## src/rtl/intersection_ctrl_if.sv

```systemverilog
// rtl/intersection_ctrl_if.sv - sensor and lamp bundle between the intersection controller and its datapath
//
// Signals:
//   ns_car, ew_car     vehicle presence sensors (level)
//   ped_req            pedestrian push-button (pulse)
//   northsouth_*       NS lamps (red/yellow/green)
//   eastwest_*         EW lamps (red/yellow/green)
//   walk               pedestrian walk indication
//   phase[2:0]         current controller state, for debug
// Modports:
//   master  the controller: samples sensors, drives lamps
//   slave   the datapath/bench: drives sensors, observes lamps

interface intersection_ctrl_if;
  logic       ns_car;
  logic       ew_car;
  logic       ped_req;
  logic       northsouth_red;
  logic       northsouth_yellow;
  logic       northsouth_green;
  logic       eastwest_red;
  logic       eastwest_yellow;
  logic       eastwest_green;
  logic       walk;
  logic [2:0] phase;

  modport master (
    input  ns_car, ew_car, ped_req,
    output northsouth_red, northsouth_yellow, northsouth_green,
    output eastwest_red, eastwest_yellow, eastwest_green,
    output walk, phase
  );

  modport slave (
    output ns_car, ew_car, ped_req,
    input  northsouth_red, northsouth_yellow, northsouth_green,
    input  eastwest_red, eastwest_yellow, eastwest_green,
    input  walk, phase
  );
endinterface

```

## src/rtl/intersection_ctrl.sv

```systemverilog
// rtl/intersection_ctrl.sv - sensor-actuated two-way intersection controller with pedestrian phase
//
// Ports:
//   clk       system clock, rising edge
//   reset_n   asynchronous active-low reset
//   bus       intersection_ctrl_if.master: sensors in, lamps/walk/phase out

module intersection_ctrl #(
  parameter int GREEN_MIN   = 4,
  parameter int GREEN_MAX   = 10,
  parameter int YELLOW_TIME = 2,
  parameter int ALLRED_TIME = 1,
  parameter int WALK_TIME   = 3
) (
  input  logic                 clk,
  input  logic                 reset_n,
  intersection_ctrl_if.master  bus
);

  localparam int MAX_A = (GREEN_MIN > GREEN_MAX) ? GREEN_MIN : GREEN_MAX;
  localparam int MAX_B = (YELLOW_TIME > ALLRED_TIME) ? YELLOW_TIME : ALLRED_TIME;
  localparam int MAX_C = (MAX_A > MAX_B) ? MAX_A : MAX_B;
  localparam int MAX_P = (MAX_C > WALK_TIME) ? MAX_C : WALK_TIME;
  localparam int TW    = $clog2(MAX_P) + 1;

  localparam logic [TW-1:0] T_GMIN = TW'(GREEN_MIN - 1);
  localparam logic [TW-1:0] T_GMAX = TW'(GREEN_MAX - 1);
  localparam logic [TW-1:0] T_YEL  = TW'(YELLOW_TIME - 1);
  localparam logic [TW-1:0] T_AR   = TW'(ALLRED_TIME - 1);
  localparam logic [TW-1:0] T_WALK = TW'(WALK_TIME - 1);

  typedef enum logic [2:0] {
    NS_GREEN   = 3'd0,
    NS_YELLOW  = 3'd1,
    AR_TO_EW   = 3'd2,
    EW_GREEN   = 3'd3,
    EW_YELLOW  = 3'd4,
    AR_TO_NS   = 3'd5,
    WALK_TO_EW = 3'd6,
    WALK_TO_NS = 3'd7
  } state_t;

  state_t        state_q, state_d;
  logic [TW-1:0] timer_q, timer_d;
  logic          ped_pending_q, ped_pending_d;
  logic          ns_go, ew_go, enter_walk, in_green;
  logic [2:0]    ns_lamp, ew_lamp;
  logic          walk_lamp;

  // A green ends once the minimum is served and someone is waiting on the
  // other side; own-direction traffic can extend it only up to the maximum.
  assign ns_go = (timer_q >= T_GMIN) && (bus.ew_car || ped_pending_q) &&
                 (!bus.ns_car || timer_q >= T_GMAX);
  assign ew_go = (timer_q >= T_GMIN) && (bus.ns_car || ped_pending_q) &&
                 (!bus.ew_car || timer_q >= T_GMAX);

  always_ff @(posedge clk or negedge reset_n) begin
    if (!reset_n) begin
      state_q       <= AR_TO_NS;
      timer_q       <= '0;
      ped_pending_q <= 1'b0;
    end else begin
      state_q       <= state_d;
      timer_q       <= timer_d;
      ped_pending_q <= ped_pending_d;
    end
  end

  always_comb begin
    state_d = state_q;
    case (state_q)
      NS_GREEN:   if (ns_go)              state_d = NS_YELLOW;
      NS_YELLOW:  if (timer_q == T_YEL)   state_d = AR_TO_EW;
      AR_TO_EW:   if (timer_q == T_AR)    state_d = ped_pending_q ? WALK_TO_EW : EW_GREEN;
      EW_GREEN:   if (ew_go)              state_d = EW_YELLOW;
      EW_YELLOW:  if (timer_q == T_YEL)   state_d = AR_TO_NS;
      AR_TO_NS:   if (timer_q == T_AR)    state_d = ped_pending_q ? WALK_TO_NS : NS_GREEN;
      WALK_TO_EW: if (timer_q == T_WALK)  state_d = EW_GREEN;
      WALK_TO_NS: if (timer_q == T_WALK)  state_d = NS_GREEN;
      default:                            state_d = AR_TO_NS;
    endcase

    // Green timers hold at GREEN_MAX-1 so a resting green never wraps.
    in_green = (state_q == NS_GREEN) || (state_q == EW_GREEN);
    if (state_d != state_q)
      timer_d = '0;
    else if (in_green && timer_q >= T_GMAX)
      timer_d = T_GMAX;
    else
      timer_d = timer_q + TW'(1);

    // A press arriving on the very edge that starts a walk is kept for the
    // next crossing rather than being absorbed by the current one.
    enter_walk    = (state_d != state_q) &&
                    (state_d == WALK_TO_EW || state_d == WALK_TO_NS);
    ped_pending_d = bus.ped_req || (ped_pending_q && !enter_walk);
  end

  // Lamps are a pure decode of the state register; {red, yellow, green}.
  always_comb begin
    ns_lamp   = 3'b100;
    ew_lamp   = 3'b100;
    walk_lamp = 1'b0;
    case (state_q)
      NS_GREEN:               ns_lamp   = 3'b001;
      NS_YELLOW:              ns_lamp   = 3'b010;
      EW_GREEN:               ew_lamp   = 3'b001;
      EW_YELLOW:              ew_lamp   = 3'b010;
      WALK_TO_EW, WALK_TO_NS: walk_lamp = 1'b1;
      default: ;
    endcase
  end

  assign bus.northsouth_red    = ns_lamp[2];
  assign bus.northsouth_yellow = ns_lamp[1];
  assign bus.northsouth_green  = ns_lamp[0];
  assign bus.eastwest_red      = ew_lamp[2];
  assign bus.eastwest_yellow   = ew_lamp[1];
  assign bus.eastwest_green    = ew_lamp[0];
  assign bus.walk              = walk_lamp;
  assign bus.phase             = state_q;

endmodule

```

## src/flat_wrapper.sv

```systemverilog
// flat-port wrapper written by rule: the top's interface ports become plain ports
module intersection_ctrl_flat 
#(
  parameter int GREEN_MIN   = 4,
  parameter int GREEN_MAX   = 10,
  parameter int YELLOW_TIME = 2,
  parameter int ALLRED_TIME = 1,
  parameter int WALK_TIME   = 3
)
  (clk, reset_n, bus_ns_car, bus_ew_car, bus_ped_req, bus_northsouth_red, bus_northsouth_yellow, bus_northsouth_green, bus_eastwest_red, bus_eastwest_yellow, bus_eastwest_green, bus_walk, bus_phase);
  intersection_ctrl_if bus_i ();
  input  logic clk;
  input  logic reset_n;
  input wire logic [$bits(bus_i.ns_car)-1:0] bus_ns_car;
  input wire logic [$bits(bus_i.ew_car)-1:0] bus_ew_car;
  input wire logic [$bits(bus_i.ped_req)-1:0] bus_ped_req;
  output wire logic [$bits(bus_i.northsouth_red)-1:0] bus_northsouth_red;
  output wire logic [$bits(bus_i.northsouth_yellow)-1:0] bus_northsouth_yellow;
  output wire logic [$bits(bus_i.northsouth_green)-1:0] bus_northsouth_green;
  output wire logic [$bits(bus_i.eastwest_red)-1:0] bus_eastwest_red;
  output wire logic [$bits(bus_i.eastwest_yellow)-1:0] bus_eastwest_yellow;
  output wire logic [$bits(bus_i.eastwest_green)-1:0] bus_eastwest_green;
  output wire logic [$bits(bus_i.walk)-1:0] bus_walk;
  output wire logic [$bits(bus_i.phase)-1:0] bus_phase;
  assign bus_i.ns_car = bus_ns_car;
  assign bus_i.ew_car = bus_ew_car;
  assign bus_i.ped_req = bus_ped_req;
  assign bus_northsouth_red = bus_i.northsouth_red;
  assign bus_northsouth_yellow = bus_i.northsouth_yellow;
  assign bus_northsouth_green = bus_i.northsouth_green;
  assign bus_eastwest_red = bus_i.eastwest_red;
  assign bus_eastwest_yellow = bus_i.eastwest_yellow;
  assign bus_eastwest_green = bus_i.eastwest_green;
  assign bus_walk = bus_i.walk;
  assign bus_phase = bus_i.phase;
  intersection_ctrl #(.GREEN_MIN(GREEN_MIN), .GREEN_MAX(GREEN_MAX), .YELLOW_TIME(YELLOW_TIME), .ALLRED_TIME(ALLRED_TIME), .WALK_TIME(WALK_TIME)) u_core (.clk(clk), .reset_n(reset_n), .bus(bus_i));
endmodule
```

## config.mk

```make
export PLATFORM = sky130hd
export DESIGN_NAME = intersection_ctrl_flat
export DESIGN_NICKNAME = d
export VERILOG_FILES = /design/src/rtl/intersection_ctrl_if.sv /design/src/rtl/intersection_ctrl.sv /design/src/flat_wrapper.sv
export SDC_FILE = /design/constraint.sdc
export NUM_CORES = 1
export LEC_CHECK = 0
export CAP_MARGIN = 20
export CORE_MARGIN = 4
export CORE_UTILIZATION = 40
export CTS_BUF_LIST = sky130_fd_sc_hd__clkbuf_4 sky130_fd_sc_hd__clkbuf_8 sky130_fd_sc_hd__clkbuf_16
export DETAILED_ROUTE_END_ITERATION = 6
export DONT_BUFFER_PORTS = 1
export GPL_ROUTABILITY_DRIVEN = 1
export GPL_TIMING_DRIVEN = 0
export SLEW_MARGIN = 30
export SYNTH_ARGS = -nofsm -noshare
export SYNTH_HDL_FRONTEND = slang
export SYNTH_SLANG_ARGS = --single-unit
```

## constraint.sdc

```tcl
create_clock -name clk -period 2.95 [get_ports clk]
set_input_delay 0.59 -clock clk [delete_from_list [all_inputs] [get_ports clk]]
set_output_delay 0.59 -clock clk [all_outputs]
set_load 0.005 [all_outputs]
```

==> metrics.txt, run 1 <==
remaining global-route overflow=0; number of antenna violations at the first check in global routing=0; Max Freq=430 MHz; Worst IR Drop VDD=546 µV; Tot GR Track Use=0.151; path type of the worst setup path=reg -> out; width of the die=54.0 µm; period utilization=0.789; H-Tree Level Count=1; share of the yosys chip area belonging to registers=0.270; max-cap check violation count=0; post-CTS sizing=0; RSZ-0062 raised after global routing=no; DIE HEIGHT=54.0 µm; number of inserted filler cells in the final layout=193; register share of total power=0.221; clock-pin slew on the worst setup and hold paths=0.06 ns; transition time at the pin with the least slew margin=0.690 ns; GPL Wtd Cong=0.824; synth unique cells=43; Worst Slack Setup Final=0.624 ns; area of all sequential standard cells=228 µm²; via count of the first global-routing pass=666; crit path max fanout=9; clock tree from TritonCTS=done; maximum buffer depth of the clock tree=2; count of pins over their slew limit=0; Combinational Power Share=0.682; number of placement rows=16; routed wire length=1.75 mm; Yosys Warn Count=0; total nets after synthesis=100; number of violations reported at the end of detailed-routing iteration 0=20; minimum period implied by the final worst setup slack=2.33 ns; EDFF count, synth=0; commonest register cell after synthesis=sky130_fd_sc_hd__dfrtp_1; wire length of the first global-routing pass=3.22 mm; Clock Sinks=9; async set-reset flop share out of synthesis=1.00; CTS Root Buffer Type=sky130_fd_sc_hd__clkbuf_4; reported leakage power=0.000376 µW; number of CTS-inserted buffers=3; setup violation total in the final timing report=0; fraction of final layout cells with drive strength greater than 1=0.242; routed len/inst=14.4 µm; count of nets left with antenna violations after detail routing=0; routed length on met2=751 µm; Int Power=558 µW; area occupied by multi-input gates=548 µm²; required time reported for the critical path endpoint=2.36 ns; final-stage net count=105; starting density of the core=0.426; final core utilization=0.458; worst-case setup slack after placement=0.686 ns; worst-case hold slack=0.0179 ns; total standard cell area after synthesis=845 µm²; Synth Register Bits=9; met1 layer wirelength in the final routing=844 µm; uppermost layer routed=met4; via density per instance=5.68; total met3 wirelength after detailed routing=118 µm; fraction of power consumed by the clock network=0.096; endpoint class of the critical path=output pin; mean cell area of the mapped netlist=9.28 µm²; floorplan die area=0.00291 mm²; number of buffers inserted by port buffering=0; HPWL Detailed=1.38 mm; first-pass iteration count of the detailed router=5; maximum number of pins on one net before global-route repair=11; final-report hold violation count=0; Net Sw Power=529 µW; power per standard cell area=1200 mW/mm²; HP Class=in -> async; area delta synth->final=7.56%; Hold Buf Count CTS=0; ports placed on the boundary=15; clock latency reported for the late side of the worst-skew pair=0.26 ns; accumulated negative setup slack=0 ns; endpoint arrival time on the critical path=1.74 ns; number of buffers added for setup after CTS=0; total DRC errors in the routed layout=0; cell count after synthesis=91; startpoint types=flip-flop; total power of the final layout=1090 µW; skew final=0.00142 ns; net switching share of the total power=0.487; outcome=completed; area of the core=0.00198 mm²; count of vias placed by the detailed router=693; Max-slew headroom=0.533; ANT cells=0
==> routing by layer <==
layer | vias up | GRT usage
met5 | - | 0
met4 | 0 | 0.0766
met3 | 5 | 0.0249
met2 | 25 | 0.210
met1 | 327 | 0.221
li1 | 336 | -
==> cells in the final DEF (no fill, tap or decap), types with 3 or more instances in the layout <==
cell                        n
sky130_fd_sc_hd__clkbuf_1   3
sky130_fd_sc_hd__dfrtp_1    7
sky130_fd_sc_hd__inv_1      4
sky130_fd_sc_hd__ha_1       4
sky130_fd_sc_hd__nor2_1    11
sky130_fd_sc_hd__nor2b_1    3
sky130_fd_sc_hd__clkbuf_4   4
sky130_fd_sc_hd__nor3_1     3
sky130_fd_sc_hd__a21oi_1    3
sky130_fd_sc_hd__nand2_1    6
sky130_fd_sc_hd__nand3_1    3
sky130_fd_sc_hd__o21ai_1    3
==> logic make-up after synthesis <==
logic type / share of synthesized area
and+or+nand+nor: 0.281
AOI/OAI and AO/OA: 0.255
buffers and inverters: 0.0815
DFF: 0.270
xor gates and xnor gates: 0.0415
adders and majority gates: 0.0593
muxes: 0.0119
==> through the flow <==
stage,instances,cell area (µm²)
2_1_floorplan,91,845
3_3_place_gp,118,878
3_5_place_dp,118,878
4_1_cts,122,908
5_1_grt,122,908
6_report,122,908
==> registers in the layout (all words and copies together) (netlist names) <==
signal / count
u_core.timer_q: 5
u_core.bus.phase: 3
u_core.ped_pending_q: 1
==> cell usage after synthesis (all sizes together), types with 3 or more instances <==
cell	count	share of area
a21oi	3	0.018
buf	4	0.041
clkbuf	3	0.013
dfrtp	7	0.21
ha	4	0.059
inv	6	0.027
nand2	6	0.027
nand3	3	0.018
nor2	12	0.062
nor2b	3	0.022
nor3	3	0.018
nor4b	3	0.067
o21ai	3	0.018
==> critical path, stage by stage (launching register included) <==
cell and delay [ns]:
sky130_fd_sc_hd__dfstp_2 0.54, sky130_fd_sc_hd__clkbuf_1 0.33, sky130_fd_sc_hd__inv_2 0.06, sky130_fd_sc_hd__and3_1 0.16, sky130_fd_sc_hd__clkbuf_1 0.21, sky130_fd_sc_hd__nor2_1 0.17
==> power groups by stage <==
stage / logic [µW] / clock network [µW] / registers, µW
CTS: 743 / 110 / 241
global route: 823 / 114 / 251
global placement: 731 / 0 / 242
detailed placement: 739 / 0 / 244
finish: 742 / 105 / 241
floorplan: 620 / 0 / 227
==> path summary, 6_finish.rpt <==
kind | startpoint | end | slack (ns) | cells after the start
min reg2reg | u_core.timer_q[0] | u_core.timer_q[0] | 0.62 | 1
max in group asynchronous | reset_n | u_core.bus.phase[2] | 2.76 | 0
max reg2reg | u_core.timer_q[1] | u_core.timer_q[2] | 0.66 | 8
min in group clk | bus_ped_req | u_core.ped_pending_q | 0.49 | 2
max | u_core.bus.phase[2] | bus_eastwest_red | 0.62 | 5
min | reset_n | u_core.timer_q[3] | 0.02 | 0
==> area by class of cell <==
class	instances	share of cell area
multi-input combinational	69	0.603
sequential	9	0.251
buffer	7	0.0510
tap	27	0.0372
clock buffer	4	0.0331
inverter	6	0.0248
(Power assumes the default switching activity.)
==> run 2: changes to the inputs <==
==> constraint.sdc (replaced) <==
create_clock -name clk -period 2.2 [get_ports clk]
set_input_delay 0.44 -clock clk [delete_from_list [all_inputs] [get_ports clk]]
set_output_delay 0.44 -clock clk [all_outputs]
set_load 0.005 [all_outputs]
==> run 2 against run 1 <==
Net effect: combinational power rose by 70%; via count is 3.8% higher; first-iteration DRC count up 55%; worst setup slack lost 0.54 ns; die area did not move; final cell count increased by 5.7%; critical path depth grew 3; largest power group unchanged; clock skew increased by 0.0014 ns.
==> metrics.txt, run 2 (same netlist as run 1, synthesis figures left out) <==
wire length of the first global-routing pass=3.35 mm (was 3.22 mm); transition time at the pin with the least slew margin=0.422 ns (was 0.690 ns); highest-count cells in the layout ignoring fill and taps=sky130_fd_sc_hd__nor2_1, sky130_fd_sc_hd__buf_4, sky130_fd_sc_hd__nand2_1 (was sky130_fd_sc_hd__nor2_1, sky130_fd_sc_hd__dfrtp_1, sky130_fd_sc_hd__nand2_1); area of all placed cells without fillers=0.00102 mm² (was 908 µm²); area of all sequential standard cells=230 µm² (was 228 µm²); worst reg2reg path depth=8 (unchanged); Worst Slack Setup Final=0.0853 ns (was 0.624 ns); HP Class=in -> async (unchanged); skew final=0.00282 ns (was 0.00142 ns); maximum buffer depth of the clock tree=2 (unchanged); final-stage net count=112 (was 105); power per standard cell area=1690 mW/mm² (was 1200 mW/mm²); via density per instance=5.57 (was 5.68); endpoint class of the critical path=flip-flop (was output pin); HPWL Detailed=1.38 mm (unchanged); outcome=completed (unchanged); worst-case setup slack after placement=-0.0637 ns (was 0.686 ns); number of antenna violations at the first check in global routing=0 (unchanged); Max Freq=473 MHz; max-cap check violation count=0 (unchanged); uppermost layer routed=met4 (unchanged); routed length on met2=903 µm (was 751 µm); met1 layer wirelength in the final routing=910 µm (was 844 µm); fraction of final layout cells with drive strength greater than 1=0.392 (was 0.242); setup violation total in the final timing report=0 (unchanged); floorplan die area=0.00291 mm² (unchanged); count of pins over their slew limit=0 (unchanged); Most flops, register=u_core.timer_q (unchanged); number of buffers inserted by port buffering=0 (unchanged); starting density of the core=0.426 (unchanged); Net Sw Power=805 µW (was 529 µW); path type of the worst setup path=reg -> reg (was reg -> out); total power of the final layout=1720 µW (was 1090 µW); Max-slew headroom=0.718 (was 0.533); clock latency reported for the late side of the worst-skew pair=0.26 ns (about the same); period utilization=0.961; area of the core=0.00198 mm² (unchanged); routed len/inst=15.1 µm (was 14.4 µm); ANT cells=0 (unchanged); H-Tree Level Count=1 (unchanged); area delta synth->final=20.6% (was 7.56%); number of flip-flops in the largest register=5 (unchanged); Int Power=918 µW (was 558 µW); minimum period implied by the final worst setup slack=2.11 ns; endpoint arrival time on the critical path=2.30 ns (was 1.74 ns); required time reported for the critical path endpoint=2.38 ns (was 2.36 ns); startpoint types=flip-flop (unchanged); Placed Instance Area=878 µm² (unchanged); via count of the first global-routing pass=683 (was 666); routed wire length=1.95 mm (was 1.75 mm); clock-pin slew on the worst setup and hold paths=0.07 ns (was 0.06 ns); net switching share of the total power=0.467 (was 0.487); Clock Sinks=9 (unchanged); count of vias placed by the detailed router=719 (was 693); number of placement rows=16 (unchanged); final core utilization=0.514 (was 0.458); number of violations reported at the end of detailed-routing iteration 0=31 (was 20); CTS Root Buffer Type=sky130_fd_sc_hd__clkbuf_4 (unchanged); Worst IR Drop VDD=924 µV (was 546 µV); area occupied by multi-input gates=594 µm² (was 548 µm²); commonest non-fill, non-tap cell in the layout=sky130_fd_sc_hd__nor2_1 (unchanged); first-pass iteration count of the detailed router=4 (was 5); maximum number of pins on one net before global-route repair=11 (unchanged); GPL Wtd Cong=0.824 (unchanged); DIE HEIGHT=54.0 µm (unchanged); register share of total power=0.183 (was 0.221); total met3 wirelength after detailed routing=103 µm (was 118 µm); final-report hold violation count=0 (unchanged); number of CTS-inserted buffers=3 (unchanged); count of nets left with antenna violations after detail routing=0 (unchanged); crit path max fanout=6 (was 9); fraction of power consumed by the clock network=0.084 (was 0.096); width of the die=54.0 µm (unchanged); Combinational Power Share=0.734 (was 0.682); ports placed on the boundary=15 (unchanged); reported leakage power=0.000424 µW (was 0.000376 µW); remaining global-route overflow=0 (unchanged); total DRC errors in the routed layout=0 (unchanged); number of inserted filler cells in the final layout=183 (was 193); clock tree from TritonCTS=done (unchanged); Tot GR Track Use=0.159 (was 0.151)
run 2: cell types whose count changed in the layout (fill, tap and decap cells not counted), moves of 2 or more:
cell | before | now
sky130_fd_sc_hd__buf_4 | 1 | 6
sky130_fd_sc_hd__nor3_2 | 0 | 2
sky130_fd_sc_hd__clkbuf_2 | 0 | 2
sky130_fd_sc_hd__clkbuf_1 | 3 | 1
sky130_fd_sc_hd__nor3_1 | 3 | 0
sky130_fd_sc_hd__dfrtp_1 | 7 | 5
sky130_fd_sc_hd__dfrtp_2 | 0 | 2
run 2: worst paths after layout:
path / start / endpoint / slack (ns)
worst max register to register: u_core.timer_q[0] / u_core.ped_pending_q / 0.09
worst max-delay path: u_core.timer_q[0] / u_core.ped_pending_q / 0.09
min in group clk: bus_ped_req / u_core.ped_pending_q / 0.34
worst min-delay path: reset_n / u_core.bus.phase[0] / 0.02
max in group asynchronous: reset_n / u_core.timer_q[0] / 1.41
worst min register to register: u_core.timer_q[0] / u_core.timer_q[0] / 0.64
run 2: layout make-up:
type | count | share of cell area
multi-input cells | 69 | 0.584
plain buffers | 7 | 0.0479
clock buffers | 4 | 0.0295
well taps | 27 | 0.0332
repair buffers | 7 | 0.0577
inverters | 6 | 0.0221
flip-flops and latches | 9 | 0.226
run 2: repair_timing:
item	CTS	global route
setup endpoints to repair	6	7
resized for setup	5	11
setup buffers	1	6
endpoints found under the hold margin	7	0
hold buffers	1	0
pin swaps	2	5
run 2: metrics by stage:
| stage | setup TNS, ns | cells | hold slack, ns |
|---|---|---|---|
| floorplan | 0 | 91 | 0.144 |
| global placement | -0.108 | 118 | 0.145 |
| detailed placement | -0.201 | 118 | 0.145 |
| CTS | 0 | 124 | 0.00956 |
| global route | -0.0367 | 129 | 0.00340 |
| finish | 0 | 129 | 0.0163 |
run 2: per-layer routing:
layer | vias to the layer above | track usage
met5 | - | 0
met1 | 347 | 0.230
met3 | 4 | 0.0249
met4 | 0 | 0.0766
met2 | 22 | 0.226
li1 | 346 | -
run 2: power groups by stage:
stage                     Combinational, µW  Clock (µW)  Sequential, µW
after global routing                   1390         153             325
after CTS                              1050         147             317
after detailed placement                991           0             327
after floorplan                         831           0             305
final                                  1260         144             315
after global placement                  981           0             325
run 2: worst max-delay path, stage by stage, from the launching register on:
cell	delay, ns
sky130_fd_sc_hd__dfrtp_2	0.45
sky130_fd_sc_hd__ha_2	0.21
sky130_fd_sc_hd__o41a_4	0.38
sky130_fd_sc_hd__nor2_4	0.15
sky130_fd_sc_hd__a211oi_4	0.09
sky130_fd_sc_hd__a211oi_4	0.28
sky130_fd_sc_hd__o311ai_4	0.15
sky130_fd_sc_hd__buf_4	0.16
sky130_fd_sc_hd__a41oi_2	0.17
